`config.mk`:
```
export PLATFORM = sky130hd
export DESIGN_NAME = gigex_spi_slave
export DESIGN_NICKNAME = d
export VERILOG_FILES = /design/src/rtl/backend_pkg.sv /design/src/rtl/sync_bits.sv /design/src/rtl/gigex_spi_slave.sv
export SDC_FILE = /design/constraint.sdc
export NUM_CORES = 1
export LEC_CHECK = 0
export BUFFER_PORTS_ARGS = -buffer_cell sky130_fd_sc_hd__buf_2
export CAP_MARGIN = 10
export CORE_UTILIZATION = 43
export DETAILED_ROUTE_END_ITERATION = 12
export PLACE_DENSITY = 0.71
export SYNTH_ARGS = -nofsm -noshare
export SYNTH_HDL_FRONTEND = slang
export SYNTH_SLANG_ARGS = --single-unit
```
`constraint.sdc`:
```
create_clock -name sys_clk -period 2.56 [get_ports sys_clk]
set_input_delay 0 -clock sys_clk [delete_from_list [all_inputs] [get_ports sys_clk]]
set_output_delay 0 -clock sys_clk [all_outputs]
set_load 0.05 [all_outputs]
```
`src/rtl/backend_pkg.sv`:
```
// Shared backend definitions: SPI frame size, poll word, SPI slave states.
package backend_pkg;

  localparam int          SPI_WORD_W    = 32;
  localparam logic [31:0] SPI_POLL_WORD = 32'h0;

  typedef enum logic [1:0] {
    ST_IDLE,
    ST_SHIFT,
    ST_DONE
  } spi_state_t;

endpackage

```
`src/rtl/sync_bits.sv`:
```
// Multi-bit flop-chain synchronizer with a per-bit reset preset value.
module sync_bits #(
  parameter int               WIDTH  = 1,
  parameter int               DEPTH  = 2,
  parameter logic [WIDTH-1:0] PRESET = '0
) (
  input  logic             sys_clk,
  input  logic             sys_rst_mask,
  input  logic [WIDTH-1:0] i_d,
  output logic [WIDTH-1:0] o_q
);

  logic [WIDTH-1:0] r_sync [DEPTH];

  always_ff @(posedge sys_clk or negedge sys_rst_mask) begin
    if (!sys_rst_mask) begin
      for (int i = 0; i < DEPTH; i++) r_sync[i] <= PRESET;
    end else begin
      r_sync[0] <= i_d;
      for (int i = 1; i < DEPTH; i++) r_sync[i] <= r_sync[i-1];
    end
  end

  assign o_q = r_sync[DEPTH-1];

endmodule

```
`src/rtl/gigex_spi_slave.sv`:
```
// SPI slave toward the GigEx: receives command words, returns held response.
module gigex_spi_slave
  import backend_pkg::*;
#(
  parameter int WORD_W      = SPI_WORD_W,
  parameter int SYNC_STAGES = 2
) (
  input  logic              sys_clk,
  input  logic              sys_rst_mask,
  input  logic              spi_cs,
  input  logic              spi_sck,
  input  logic              spi_mosi,
  output logic              spi_miso,
  output logic [WORD_W-1:0] cmd_data,
  output logic              cmd_valid,
  input  logic              cmd_ready,
  input  logic [WORD_W-1:0] rsp_data,
  input  logic              rsp_valid,
  output logic              rsp_ready,
  output logic              overrun
);

  localparam int CW = $clog2(WORD_W + 1);
  localparam logic [WORD_W-1:0] POLL = WORD_W'(SPI_POLL_WORD);

  logic [2:0] w_sync;
  logic       w_cs, w_sck, w_mosi;

  sync_bits #(
    .WIDTH (3),
    .DEPTH (SYNC_STAGES),
    .PRESET(3'b110)
  ) u_sync (
    .sys_clk     (sys_clk),
    .sys_rst_mask(sys_rst_mask),
    .i_d         ({spi_cs, spi_sck, spi_mosi}),
    .o_q         (w_sync)
  );

  assign {w_cs, w_sck, w_mosi} = w_sync;

  spi_state_t       r_state;
  logic             r_cs_q, r_sck_q;
  logic [SYNC_STAGES:0] r_arm;
  logic [CW-1:0]    r_cnt;
  logic [WORD_W-1:0] r_rx, r_miso_sr;
  logic [WORD_W-1:0] r_hold, r_cmd_data;
  logic             r_full, r_rdy, r_from_hold;
  logic             r_cmd_valid, r_overrun;

  logic              w_cs_fall, w_cs_rise, w_sck_rise, w_sck_fall;
  logic              w_last, w_load, w_consume, w_full_nxt;
  logic [WORD_W-1:0] w_word;

  // cs fall is ignored until the synchronizers have flushed after reset,
  // so a frame already running at release is never picked up mid-way.
  assign w_cs_fall  = r_arm[SYNC_STAGES] & r_cs_q & ~w_cs;
  assign w_cs_rise  = ~r_cs_q & w_cs;
  assign w_sck_rise = ~r_sck_q & w_sck;
  assign w_sck_fall = r_sck_q & ~w_sck;
  assign w_word     = {r_rx[WORD_W-2:0], w_mosi};

  always_comb begin
    w_last     = (r_state == ST_SHIFT) & ~w_cs_rise & w_sck_rise
               & (r_cnt == CW'(WORD_W - 1));
    w_load     = rsp_valid & r_rdy;
    w_consume  = w_last & r_from_hold;
    w_full_nxt = (r_full & ~w_consume) | w_load;
  end

  always_ff @(posedge sys_clk or negedge sys_rst_mask) begin
    if (!sys_rst_mask) begin
      r_state     <= ST_IDLE;
      r_cs_q      <= 1'b1;
      r_sck_q     <= 1'b1;
      r_arm       <= '0;
      r_cnt       <= '0;
      r_rx        <= '0;
      r_miso_sr   <= '0;
      r_hold      <= '0;
      r_full      <= 1'b0;
      r_rdy       <= 1'b0;
      r_from_hold <= 1'b0;
      r_cmd_data  <= '0;
      r_cmd_valid <= 1'b0;
      r_overrun   <= 1'b0;
    end else begin
      r_cs_q  <= w_cs;
      r_sck_q <= w_sck;
      r_arm   <= {r_arm[SYNC_STAGES-1:0], 1'b1};
      r_full  <= w_full_nxt;
      r_rdy   <= ~w_full_nxt;
      if (w_load) r_hold <= rsp_data;
      if (r_cmd_valid && cmd_ready) r_cmd_valid <= 1'b0;

      if (w_cs_rise) begin
        r_state <= ST_IDLE;
      end else begin
        unique case (r_state)
          ST_IDLE: begin
            if (w_cs_fall) begin
              r_state     <= ST_SHIFT;
              r_cnt       <= '0;
              r_rx        <= '0;
              r_miso_sr   <= r_full ? r_hold : '0;
              r_from_hold <= r_full;
            end
          end
          ST_SHIFT: begin
            if (w_sck_rise) begin
              r_rx  <= w_word;
              r_cnt <= r_cnt + 1'b1;
              if (w_last) begin
                r_state <= ST_DONE;
                if (w_word != POLL) begin
                  if (r_cmd_valid && !cmd_ready) begin
                    r_overrun <= 1'b1;
                  end else begin
                    r_cmd_data  <= w_word;
                    r_cmd_valid <= 1'b1;
                  end
                end
              end
            end else if (w_sck_fall && r_cnt != '0) begin
              r_miso_sr <= {r_miso_sr[WORD_W-2:0], 1'b0};
            end
          end
          ST_DONE: ;
          default: r_state <= ST_IDLE;
        endcase
      end
    end
  end

  assign spi_miso  = (r_state != ST_IDLE) & ~w_cs & r_miso_sr[WORD_W-1];
  assign cmd_data  = r_cmd_data;
  assign cmd_valid = r_cmd_valid;
  assign rsp_ready = r_rdy;
  assign overrun   = r_overrun;

endmodule

```
==> results of run 1 <==
## cells in the mapped netlist, types with 3 or more instances
library cell / instances / area, um2
buf_2: 9 / 45.0
buf_1: 7 / 26.3
nor4_1: 10 / 62.6
or3_1: 4 / 25.0
inv_1: 6 / 22.5
mux2_2: 65 / 732
dfrtp_1: 145 / 3630
nand3_1: 36 / 180
nand2_1: 64 / 240
a21oi_1: 3 / 15.0
nor2b_1: 3 / 18.8
dfstp_2: 6 / 158
nand2b_1: 5 / 31.3
clkbuf_1: 13 / 48.8
a22o_1: 33 / 289
mux2_1: 32 / 360
o21ai_0: 3 / 15.0
## state kept, by name (all words and copies together), names as in the netlist, 2 cells and up
register       cells
u_sync.o_q         3
u_sync.r_sync      3
r_miso_sr         32
r_arm              3
r_cnt              6
r_hold            32
cmd_data          32
r_state            2
r_rx              31
## area by class of cell
type / instances / area share
clock buffer: 21 / 0.0585
timing repair buffer: 125 / 0.116
inverter: 6 / 0.00292
tap: 180 / 0.0292
multi-input combinational: 287 / 0.291
sequential: 151 / 0.491
clock inverter: 11 / 0.0110
## worst max-delay path: stages (launching register included)
cell,delay [ns]
dfrtp_1,0.41
nor4_1,0.51
nand4_1,0.24
o2111ai_4,0.26
buf_12,0.25
mux2_1,0.36
## metal layers
| layer | up-vias | routed length, um |
|---|---|---|
| met1 | 2113 | 5530 |
| li1 | 1924 | - |
| met5 | - | 0 |
| met2 | 67 | 6340 |
| met3 | 23 | 334 |
| met4 | 0 | 330 |
## logic make-up (layout without fill, tap and decap cells)
group / after synthesis / in the layout / synth area share
flip-flops: 151 / 151 / 0.616
AO/OA/AOI/OAI: 51 / 51 / 0.0686
other: 1 / 1 / 0.000610
multiplexers: 99 / 99 / 0.181
adder cells (fa/ha/maj): 2 / 2 / 0.00407
buffers and inverters: 35 / 163 / 0.0232
AND/OR/NAND/NOR: 134 / 134 / 0.106
## worst paths after layout
kind                                                  from                         end  slack, ns  cells after the start
worst max-delay path                  r_rx[18]$_DFFE_PN0P_    cmd_data[18]$_DFFE_PN0P_       0.40                      5
worst min-delay path                          sys_rst_mask       r_hold[9]$_DFFE_PN0P_       0.08                      2
worst max register to register        r_rx[18]$_DFFE_PN0P_    cmd_data[18]$_DFFE_PN0P_       0.40                      5
worst min register to register  u_sync.r_sync[5]$_DFF_PN1_     u_sync.o_q[2]$_DFF_PN1_       0.35                      0
max in group asynchronous                     sys_rst_mask   r_miso_sr[17]$_DFFE_PN0P_       1.62                      3
min in group sys_clk                              spi_mosi  u_sync.r_sync[3]$_DFF_PN0_       0.24                      2
## cells in the final DEF (no fill, tap or decap), types with 17 or more instances in the layout
cell and count:
dfrtp_1 145, mux2_2 65, buf_2 73, mux2_1 32, dlygate4sd3_1 38, clkbuf_16 17
a22o_1 33, nand3_1 36, nand2_1 64
## report_power, final
part / switching, mW / internal [mW]
sequential: 0.230 / 2.81
clock: 0.910 / 1.34
combinational: 0.418 / 0.529
## metrics by stage
stage                     cell area, um2  hold slack [ns]  setup WS, ns  total power, mW  instances
after floorplan                     6140           -0.296         0.588             3.70        473
after global placement              6790          -0.0423         0.463             3.92        711
after detailed placement            6790          -0.0365         0.428             3.98        711
after CTS                           7700           0.0924         0.398             6.31        781
after global routing                7700            0.121         0.293             6.56        781
final                               7700           0.0791         0.398             6.24        781
## repair_timing
action / CTS / global route
hold buffers: 38 / 0
endpoints found under the hold margin: 150 / 0
setup endpoints to repair: 0 / 0
==> flow_summary.toml, run 1 <==
[status]
outcome = "complete, no violations"

[flow_run]
cap_violations = 0

[clock_network]
clockBufferDepth = 2
cts_root_buf = "clkbuf_16"
cts_sinks = 151
clk_pin_slew_ns = 0.06
cts_tree = "yes"
cts_made_buffers = 17
h-tree-depth = 4
clk_latency_ns = 0.42
cts-resized-gates = 0
postCtsSetupRepairBufs = 0

[timing]
clock_skew_ns = 0.00670
tns_ns = 0
max-slew-margin-rel = 0.610
fmax_mhz = 463
rsz0062_at_grt = "false"
setup_viol = 0
hold_violations = 0
worst_slew_pin_slew_ns = 0.585
post-route-period-util = 0.844
slew_viol_final = 0
fin_crit_ns = 2.16

[finish]
drive_above_1_share = 0.319
seqCellArea_um2 = 3790
n_fill_cell = 1114
area_delta_synth_final_pct = 25.4
nets = 629
multi_input_area_um2 = 2240
antenna_cells = 0
utilization = 0.553

[synthesis]
ys_seq_elements = 151
synth_edf_count = 0
yosysSeqAreaShare = 0.616
synth_area_um2 = 6140
ys_types = 38
syn_inst = 473
yosysWarnings = 0
synthArstFlopShare = 1.00
synth_ff_type = "dfrtp_1"
synth.avg_cell_area_um2 = 13.0
synth_fp_nets = 514

[detailed_routing]
drtPass1Iterations = 4
routed_wl_um = 12500
num_vias = 4127
route.detailed.drc = 0
viasPerCell = 5.28
wl_per_cell_um = 16.1
antenna_left = 0
drt_iter0_drc = 153

[critical_path]
worstPathMaxFanout = 32
worstPathRequired_ns = 2.85
cp-end-kind = "flop"
arrival_ns = 2.45
critical_path.startpoint_type = "flop"
critPathKind = "flop to flop"

[global_route]
use_met3 = 0.0375
grt_pass1_vias = 4277
grt_antenna_before_repair = 0
grt.busiest_layer = "met2"
grt_max_degree = 69
grt.met2_usage = 0.304
grt_util_met1 = 0.235
grt_pass1_wl_um = 21100
grt_usage = 0.185
grt-ovfl-total = 0

[die]
die_y_um = 122
die-area_um2 = 14800
fp-row-count = 43
core-area_um2 = 13900
ioPinCount = 75
start_util = 0.441
die_w_um = 122

[placement]
gp_congestion = 0.732
port_buffers = 74
dp_hpwl_um = 7770

[power]
p_leak_nw = 3.80
power_density_nw_per_um2 = 811
ir_worst_vdd_mv = 0.505

[hold_path]
hp-class = "input pin to asynchronous set/reset pin"
(Power assumes the default switching activity.)
==> run 2: changes to the inputs <==
==> constraint.sdc (replaced) <==
create_clock -name sys_clk -period 2 [get_ports sys_clk]
set_input_delay 0 -clock sys_clk [delete_from_list [all_inputs] [get_ports sys_clk]]
set_output_delay 0 -clock sys_clk [all_outputs]
set_load 0.05 [all_outputs]
==> flow_summary.toml, run 2 (same netlist as run 1, synthesis figures left out) <==
[status]
outcome = "finished with violations"
failed_checks = "setup timing"

[clock_network]
cts_root_buf = "clkbuf_16"
cts_made_buffers = 17
clk_latency_ns = 0.41
cts_tree = "yes"
clk_pin_slew_ns = 0.06
h-tree-depth = 4
cts_sinks = 151
clockBufferDepth = 2

[detailed_routing]
routed_wl_um = 14100
met1Wirelength_um = 6180
drt_iter0_drc = 234
antenna_left = 0
drtPass1Iterations = 4
route.detailed.drc = 0
highest_layer = "met4"
wl_met3_um = 389
dr_wl_met2_um = 7350
num_vias = 4353
viasPerCell = 5.37
wl_per_cell_um = 17.4

[timing]
post-route-period-util = 1.01
rsz0062_at_grt = "true"
fin_crit_ns = 2.02
hold_violations = 0
fin_ws_ns = -0.0232
slew_viol_final = 0
fmax_mhz = 494
clock_skew_ns = 0.00846
hold_ws_ns = 0.0603
setup_viol = 14

[die]
die_y_um = 122
fp-row-count = 43
die-area_um2 = 14800
start_util = 0.441
core-area_um2 = 13900
die_w_um = 122
ioPinCount = 75

[hold_path]
hp-class = "input pin to asynchronous set/reset pin"

[global_route]
grt_usage = 0.192
grt_pass1_wl_um = 21900
grt-ovfl-total = 0
grt_max_degree = 61
grt_antenna_before_repair = 0
grt_pass1_vias = 4384

[finish]
drive_above_1_share = 0.371
final_common_cell = "dfrtp_1"
antenna_cells = 0
area_delta_synth_final_pct = 34.4
utilization = 0.592
most-common-layout-cells = "145 x dfrtp_1, 73 x buf_2, 64 x nand2_1"
nets = 659
n_fill_cell = 1021

[placement]
port_buffers = 74
gp_congestion = 0.798
dp_hpwl_um = 8110

[critical_path]
worstPathMaxFanout = 8
cp-end-kind = "flop"
arrival_ns = 2.31
max_stage_delay_ns = 0.41
critical_path.startpoint_type = "flop"
critPathKind = "flop to flop"
critPathSlowestCell = "dfrtp_1"
r2r_slack_ns = -0.02
path_cells = "inv_1, ha_2, a211o_1, a211oi_4, buf_6, clkbuf_16, mux2_4"
worstPathRequired_ns = 2.29

[power]
p_leak_nw = 4.11
ir_worst_vdd_mv = 0.584
power_density_nw_per_um2 = 1070

[flow_run]
cap_violations = 0
## run 2: cell types whose count changed in the layout (fill, tap and decap cells not counted), moves of 2 or more
cell,previous run,this run
buf_12,3,8
buf_4,10,31
buf_6,1,3
bufinv_16,1,4
clkbuf_1,3,1
clkbuf_16,17,19
clkinv_2,8,3
clkinvlp_4,2,4
mux2_1,32,27
mux2_2,65,44
mux2_4,0,26
nor4_1,10,7
nor4_2,0,3
## run 2: final timing paths
check | from | endpoint | depth (start not counted)
max in group asynchronous | sys_rst_mask | u_sync.r_sync[5]$_DFF_PN1_ | 3
min in group sys_clk | spi_mosi | u_sync.r_sync[3]$_DFF_PN0_ | 2
setup / recovery | r_cnt[1]$_DFFE_PN0P_ | r_miso_sr[1]$_DFFE_PN0P_ | 7
hold / removal | sys_rst_mask | r_hold[7]$_DFFE_PN0P_ | 2
setup reg to reg | r_cnt[1]$_DFFE_PN0P_ | r_miso_sr[1]$_DFFE_PN0P_ | 7
hold reg to reg | u_sync.r_sync[4]$_DFF_PN1_ | u_sync.o_q[1]$_DFF_PN1_ | 0
## run 2: metrics by stage
stage	setup WS, ns	total power, mW	instance area (um2)	setup TNS, ns	instances
after global routing	-0.0948	9.23	8260	-3.48	811
after global placement	0.0533	5.05	7010	0	734
after floorplan	0.0276	4.74	6140	0	473
after detailed placement	0.0222	5.14	7010	0	734
after CTS	0.00256	8.60	8020	0	804
final	-0.0232	8.85	8260	-0.120	811
## run 2: per-layer routing
| metal | vias up | track usage |
|---|---|---|
| li1 | 1971 | - |
| met1 | 2263 | 0.254 |
| met2 | 102 | 0.308 |
| met3 | 17 | 0.0379 |
| met4 | 0 | 0.0818 |
| met5 | - | 0 |
## run 2: report_power, final
part           switching (mW)  internal [mW]
clock network            1.22           2.15
logic                   0.650          0.897
registers               0.323           3.60
total                    2.20           6.65
## run 2: worst max-delay path, delay by kind of cell (launching register included)
| kind | cells | cell delay [ns] |
|---|---|---|
| compound gates | 2 | 0.57 |
| buf+inv | 3 | 0.43 |
| fa+ha+maj | 1 | 0.18 |
| mux | 1 | 0.31 |
| flops | 1 | 0.41 |
## run 2: final cells by class
class,count,area (um2),area share
multi-input combinational,287,2370,0.287
tap,180,225,0.0273
clock buffer,20,457,0.0553
timing repair buffer,155,1220,0.148
inverter,6,22.5,0.00273
sequential,151,3790,0.459
clock inverter,12,174,0.0211
## run 2: timing repair
action	CTS	global route
pin swaps	0	3
gates resized for setup	1	35
setup buffers	0	4
cloned	0	3
setup endpoints to repair	1	63
hold buffers	38	0
hold endpoints to repair	184	0
